===== src/rtl/a2d_round_robin_seq_pkg.sv =====
// Shared types and constants for the round-robin A2D sequencer.
//   state_t       : sequencer FSM states
//   IDX_*         : round slot index of each analog channel
//   CHNL_*_DFLT   : default A2D channel codes for each slot
package a2d_round_robin_seq_pkg;

    localparam int unsigned IDX_W    = 2;
    localparam int unsigned CHNL_W   = 3;
    localparam int unsigned RES_W    = 12;
    localparam int unsigned NUM_CHNL = 4;

    typedef enum logic [1:0] {
        IDLE = 2'd0,
        CONV = 2'd1,
        WAIT = 2'd2,
        DONE = 2'd3
    } state_t;

    // Fixed conversion order within a round
    localparam logic [IDX_W-1:0] IDX_LFT   = 2'd0;
    localparam logic [IDX_W-1:0] IDX_RGHT  = 2'd1;
    localparam logic [IDX_W-1:0] IDX_STEER = 2'd2;
    localparam logic [IDX_W-1:0] IDX_BATT  = 2'd3;

    localparam logic [CHNL_W-1:0] CHNL_LFT_DFLT   = 3'b000;
    localparam logic [CHNL_W-1:0] CHNL_RGHT_DFLT  = 3'b100;
    localparam logic [CHNL_W-1:0] CHNL_STEER_DFLT = 3'b101;
    localparam logic [CHNL_W-1:0] CHNL_BATT_DFLT  = 3'b110;

endpackage


===== src/rtl/a2d_period_tmr.sv =====
// Free-running round-trigger counter; tick_c is high for the one clock in
// which the counter holds all-ones, i.e. once every 2^PERIOD_BITS clocks.
//   clk    : system clock
//   rst    : synchronous, active-high reset (counter to 0)
//   tick_c : round trigger (decoded from the counter register)
module a2d_period_tmr #(
    parameter int unsigned PERIOD_BITS = 10
) (
    input  logic clk,
    input  logic rst,
    output logic tick_c
);

    logic [PERIOD_BITS-1:0] cnt;

    // Wraps all-ones -> 0 naturally
    always_ff @(posedge clk) begin
        if (rst) begin
            cnt <= '0;
        end else begin
            cnt <= cnt + PERIOD_BITS'(1);
        end
    end

    assign tick_c = &cnt;

endmodule


===== src/rtl/a2d_round_robin_seq.sv =====
// Round-robin scheduler for the shared SPI A2D converter. Every period tick
// (while enabled and idle) it converts left load cell, right load cell,
// steering pot and battery in that order, holding each 12-bit result.
//   clk, rst         : clock, synchronous active-high reset
//   en               : allow new rounds to start
//   cnv_cmplt, res   : A2D done pulse and its result
//   strt_cnv, chnl   : A2D start pulse and channel select
//   lft_ld, rght_ld, steer_pot, batt : latest samples
//   vld              : pulse after a round that finished without timeout
//   a2d_err          : sticky conversion-timeout flag
module a2d_round_robin_seq
    import a2d_round_robin_seq_pkg::*;
#(
    parameter logic [2:0]  CHNL_LFT    = CHNL_LFT_DFLT,
    parameter logic [2:0]  CHNL_RGHT   = CHNL_RGHT_DFLT,
    parameter logic [2:0]  CHNL_STEER  = CHNL_STEER_DFLT,
    parameter logic [2:0]  CHNL_BATT   = CHNL_BATT_DFLT,
    parameter int unsigned PERIOD_BITS = 10,
    parameter int unsigned TMO_CYC     = 255
) (
    input  logic              clk,
    input  logic              rst,
    input  logic              en,
    input  logic              cnv_cmplt,
    input  logic [RES_W-1:0]  res,
    output logic              strt_cnv,
    output logic [CHNL_W-1:0] chnl,
    output logic [RES_W-1:0]  lft_ld,
    output logic [RES_W-1:0]  rght_ld,
    output logic [RES_W-1:0]  steer_pot,
    output logic [RES_W-1:0]  batt,
    output logic              vld,
    output logic              a2d_err
);

    localparam int unsigned TMO_W = (TMO_CYC < 2) ? 1 : $clog2(TMO_CYC + 1);

    state_t             state_q, state_d;
    logic [IDX_W-1:0]   idx_q, idx_d;
    logic [TMO_W-1:0]   tmo_q, tmo_d;
    logic               round_err_q, round_err_d;
    logic               strt_cnv_d;
    logic [CHNL_W-1:0]  chnl_d;
    logic               vld_d;
    logic               a2d_err_d;
    logic [RES_W-1:0]   lft_d, rght_d, steer_d, batt_d;
    logic               adv_c;
    logic               tick_c;

    // Slot index to A2D channel code
    function automatic logic [CHNL_W-1:0] chnl_code(input logic [IDX_W-1:0] i);
        logic [CHNL_W-1:0] code;
        case (i)
            IDX_LFT:   code = CHNL_LFT;
            IDX_RGHT:  code = CHNL_RGHT;
            IDX_STEER: code = CHNL_STEER;
            default:   code = CHNL_BATT;
        endcase
        return code;
    endfunction

    a2d_period_tmr #(
        .PERIOD_BITS (PERIOD_BITS)
    ) u_period_tmr (
        .clk    (clk),
        .rst    (rst),
        .tick_c (tick_c)
    );

    // Next-state and registered-output logic
    always_comb begin
        state_d     = state_q;
        idx_d       = idx_q;
        tmo_d       = tmo_q;
        round_err_d = round_err_q;
        a2d_err_d   = a2d_err;
        lft_d       = lft_ld;
        rght_d      = rght_ld;
        steer_d     = steer_pot;
        batt_d      = batt;
        adv_c       = 1'b0;

        case (state_q)
            IDLE: begin
                // Ticks seen outside IDLE are simply lost
                if (tick_c && en) begin
                    state_d     = CONV;
                    idx_d       = IDX_LFT;
                    round_err_d = 1'b0;
                end
            end
            CONV: begin
                // A completion arriving with the start pulse is not ours
                tmo_d   = '0;
                state_d = WAIT;
            end
            WAIT: begin
                // A completion on the timeout clock still counts as success
                if (cnv_cmplt) begin
                    adv_c = 1'b1;
                    case (idx_q)
                        IDX_LFT:   lft_d   = res;
                        IDX_RGHT:  rght_d  = res;
                        IDX_STEER: steer_d = res;
                        default:   batt_d  = res;
                    endcase
                end else if (tmo_q == TMO_W'(TMO_CYC)) begin
                    adv_c       = 1'b1;
                    a2d_err_d   = 1'b1;
                    round_err_d = 1'b1;
                end else begin
                    tmo_d = tmo_q + TMO_W'(1);
                end
                if (adv_c) begin
                    if (idx_q != IDX_BATT) begin
                        idx_d   = idx_q + IDX_W'(1);
                        state_d = CONV;
                    end else begin
                        state_d = DONE;
                    end
                end
            end
            DONE: begin
                state_d = IDLE;
            end
            default: begin
                state_d = IDLE;
            end
        endcase

        // Register start/channel so they are high exactly while in CONV
        strt_cnv_d = (state_d == CONV);
        chnl_d     = (state_d == CONV) ? chnl_code(idx_d) : chnl;
        vld_d      = (state_q == DONE) && !round_err_q;
    end

    // State and output registers
    always_ff @(posedge clk) begin
        if (rst) begin
            state_q     <= IDLE;
            idx_q       <= '0;
            tmo_q       <= '0;
            round_err_q <= 1'b0;
            strt_cnv    <= 1'b0;
            chnl        <= CHNL_LFT;
            vld         <= 1'b0;
            a2d_err     <= 1'b0;
            lft_ld      <= '0;
            rght_ld     <= '0;
            steer_pot   <= '0;
            batt        <= '0;
        end else begin
            state_q     <= state_d;
            idx_q       <= idx_d;
            tmo_q       <= tmo_d;
            round_err_q <= round_err_d;
            strt_cnv    <= strt_cnv_d;
            chnl        <= chnl_d;
            vld         <= vld_d;
            a2d_err     <= a2d_err_d;
            lft_ld      <= lft_d;
            rght_ld     <= rght_d;
            steer_pot   <= steer_d;
            batt        <= batt_d;
        end
    end

endmodule


===== config.mk =====
export PLATFORM = sky130hd
export DESIGN_NAME = a2d_round_robin_seq
export DESIGN_NICKNAME = d
export VERILOG_FILES = /design/src/rtl/a2d_round_robin_seq_pkg.sv /design/src/rtl/a2d_period_tmr.sv /design/src/rtl/a2d_round_robin_seq.sv
export SDC_FILE = /design/constraint.sdc
export NUM_CORES = 1
export LEC_CHECK = 0
export CAP_MARGIN = 20
export CORE_MARGIN = 2
export CORE_UTILIZATION = 49
export CTS_CLUSTER_DIAMETER = 150
export DETAILED_ROUTE_END_ITERATION = 10
export GPL_TIMING_DRIVEN = 0
export MAX_ROUTING_LAYER = met4
export PLACE_DENSITY = 0.75
export SYNTH_ARGS = -nofsm -noshare
export SYNTH_HDL_FRONTEND = slang
export SYNTH_HIERARCHICAL = 1
export SYNTH_SLANG_ARGS = --single-unit

===== constraint.sdc =====
create_clock -name clk -period 2.17 [get_ports clk]
set_input_delay 0.217 -clock clk [delete_from_list [all_inputs] [get_ports clk]]
set_output_delay 0.217 -clock clk [all_outputs]
set_load 0.01 [all_outputs]

==> results.toml <==
[outcome]
status = "finished, final reports clean"

[sta]
hold_viol_final = 0
setup_viol = 0
timing.final.crit_share_pct = 86.2
timing.final.ws_setup_ps = 299
tns_ps = 0
max-slew-margin-rel_pct = 64.7
finClkSkew_ps = 9.10
fmax_ghz = 0.535
final-max-slew-violation-count = 0
rsz0062_at_grt = "false"
worstMarginPinSlew_ps = 529
layout_min_cycle_time_ps = 1870

[floorplanning]
die_w_um = 82.9
core_um2 = 5960
pin_count = 70
die-area_um2 = 6860
fp-row-count = 28
die_y_um = 82.9
start_util_pct = 51.2

[cts]
clk_path_buf_depth = 2
hold_buffers = 0
cts_tree = "yes"
cts_max_level = 3
cts_sinks = 77
post_cts_resized = 0
post-cts-setup-buffers = 0
cts_root_buf = "clkbuf_8"
worstSkewPairLatency_ps = 350
clk_pin_slew_ps = 80
numCtsBuffers = 9

[power]
pwr-share-seq_pct = 54.5
cellPowerDensity_nw_per_um2 = 646
switchingPower_uw = 595
ir_drop_mv = 0.389
p_int_uw = 2010
p_clk_share_pct = 42.0
leakage_uw = 0.00134
p_sw_share_pct = 22.8
power_frac_comb_pct = 3.4

[route]
avgViaCountPerCell = 5.37
wl_um = 7300
wl_met1_um = 3500
top_layer = "met4"
firstDrtPassIters = 4
wl_met2_um = 3320
drc = 0
ant_nets = 0
wl_met3_um = 315
wire_per_inst_um = 14.4
num_vias = 2727
drtIter0Drc = 175

[critical_path]
criticalPathCategory = "reg -> reg"
cp-end-kind = "flip-flop"
path_cells = "ha_1, and4_2, and3_1, nand3b_1, or2_2, a32oi_1, nor2_1"
start_kind = "flip-flop"
worstPathRequired_ps = 2400
cp_max_fo = 4
crit_slowest_cell = "dfxtp_1"
critPathArrivalTime_ps = 2100
slowest_delay_ps = 390

[final_layout]
final_core_util_pct = 67.7
nets = 446
diodes = 0
final_cell_mix = "dfxtp_1 (77), clkdlybuf4s50_1 (69), nand2_1 (68), a21oi_1 (46), nor2_1 (33)"
layout-drive-gt1-share_pct = 9.01
mostFrequentLayoutCell = "dfxtp_1"
synthToLayoutAreaGrowth_pct = 32.3

[place]
globalplace.congestion = 0.855
place_ws_ps = 203
port-buffer-count = 69
dp_hpwl_um = 5310

[yosys]
synthFlopType = "dfxtp_1"
synth_edf_count = 0
syn_area_per_cell_um2 = 8.75
postSynthCellCount = 348
syn_nets = 366
yosysWarnings = 6
async_flop_share_pct = 0
syn-cell-area_um2 = 3050
synth.yosys.seq_area_share_pct = 50.6
synth_seq_cells = 77
ys_types = 54

[global_routing]
grt_pass1_wl_um = 12200
grt_max_degree = 14
antenna_found_initial = 0
grtUsageTotal_pct = 22.8
grt_overflow = 0
grt_pass1_vias = 2595

[hold_path]
hold_path_class = "reg -> reg"

[run]
maxCapViolations = 0
[cell type report]
type	instances	area [um2]
timing repair buffer	69	691
inverter	4	15.0
clock inverter	6	62.6
tap	75	93.8
fill	525	1920
sequential	77	1540
buffer	19	85.1
clock buffer	10	138
multi-input combinational	248	1410
[stage by stage]
stage | hold slack [ps] | area [um2] | power [uW] | std cells
CTS | 439 | 4030 | 2620 | 508
floorplan | 353 | 3050 | 1490 | 348
global placement | 429 | 3830 | 1540 | 492
global route | 464 | 4030 | 2690 | 508
detailed placement | 429 | 3830 | 1540 | 492
finish | 442 | 4030 | 2610 | 508
[cell usage after synthesis (all sizes together), types with 2 or more instances]
master,instances,area share [%]
or4,4,0.99
xor2,3,0.86
nor4,2,0.41
nand2,69,8.6
or2,2,0.41
nor2b,6,1.4
buf,7,1.3
nand2b,5,1.0
nand3,6,0.99
and3,2,0.41
o211ai,3,0.74
inv,4,0.49
ha,2,0.82
or3,2,0.41
o31ai,3,0.74
nand3b,2,0.90
xnor2,2,0.58
nor2,33,4.1
o21ai,14,2.4
nor3,3,0.49
mux2,3,1.1
a21oi,47,7.8
mux2i,12,3.9
dfxtp,77,51
clkbuf,12,1.5
nand4,4,1.2
[logic make-up after synthesis]
group	after synthesis	synth area share, %
AO/OA/AOI/OAI	82	15.9
XOR/XNOR	5	1.44
adder cells (fa/ha/maj)	2	0.821
buffers and inverters	23	3.28
flip-flops	77	50.6
multiplexers	15	5.05
AND/OR/NAND/NOR	144	22.9
[final timing paths]
check                      start  endpoint  slack [ps]  cells after the start
max          u_period_tmr/cnt[0]  idx_q[1]         300                      7
min                  round_err_q       vld         440                      1
max reg2reg  u_period_tmr/cnt[0]  idx_q[1]         300                      7
min reg2reg          round_err_q       vld         440                      1
[registers in the layout (all words and copies together) (netlist names), 2 cells and up]
| register | cells |
|---|---|
| tmo_q | 8 |
| idx_q | 2 |
| steer_pot | 12 |
| u_period_tmr/cnt | 10 |
| rght_ld | 12 |
| lft_ld | 12 |
| chnl | 3 |
| batt | 12 |
| state_q | 2 |
[power groups by stage]
stage / sequential [uW] / combinational [uW] / clock [uW]
2_1_floorplan: 1450 / 32.8 / 0
3_3_place_gp: 1450 / 89.4 / 0
3_5_place_dp: 1450 / 89.5 / 0
4_1_cts: 1420 / 90.1 / 1110
5_1_grt: 1420 / 98.1 / 1170
6_report: 1420 / 89.7 / 1090
[layer usage]
layer | GRT usage [%] | up-vias
li1 | - | 1365
met1 | 30.0 | 1279
met2 | 34.2 | 66
met3 | 4.47 | 17
met4 | 9.99 | 0
met5 | - | -
[critical path: cells and delay by family, from the launching register on]
family,cells,cell delay (ps)
and+or+nand+nor,5,950
adders and majority gates,1,220
AOI/OAI and AO/OA,1,180
DFF,1,390
Note: power is estimated with default switching activity, not from simulation.
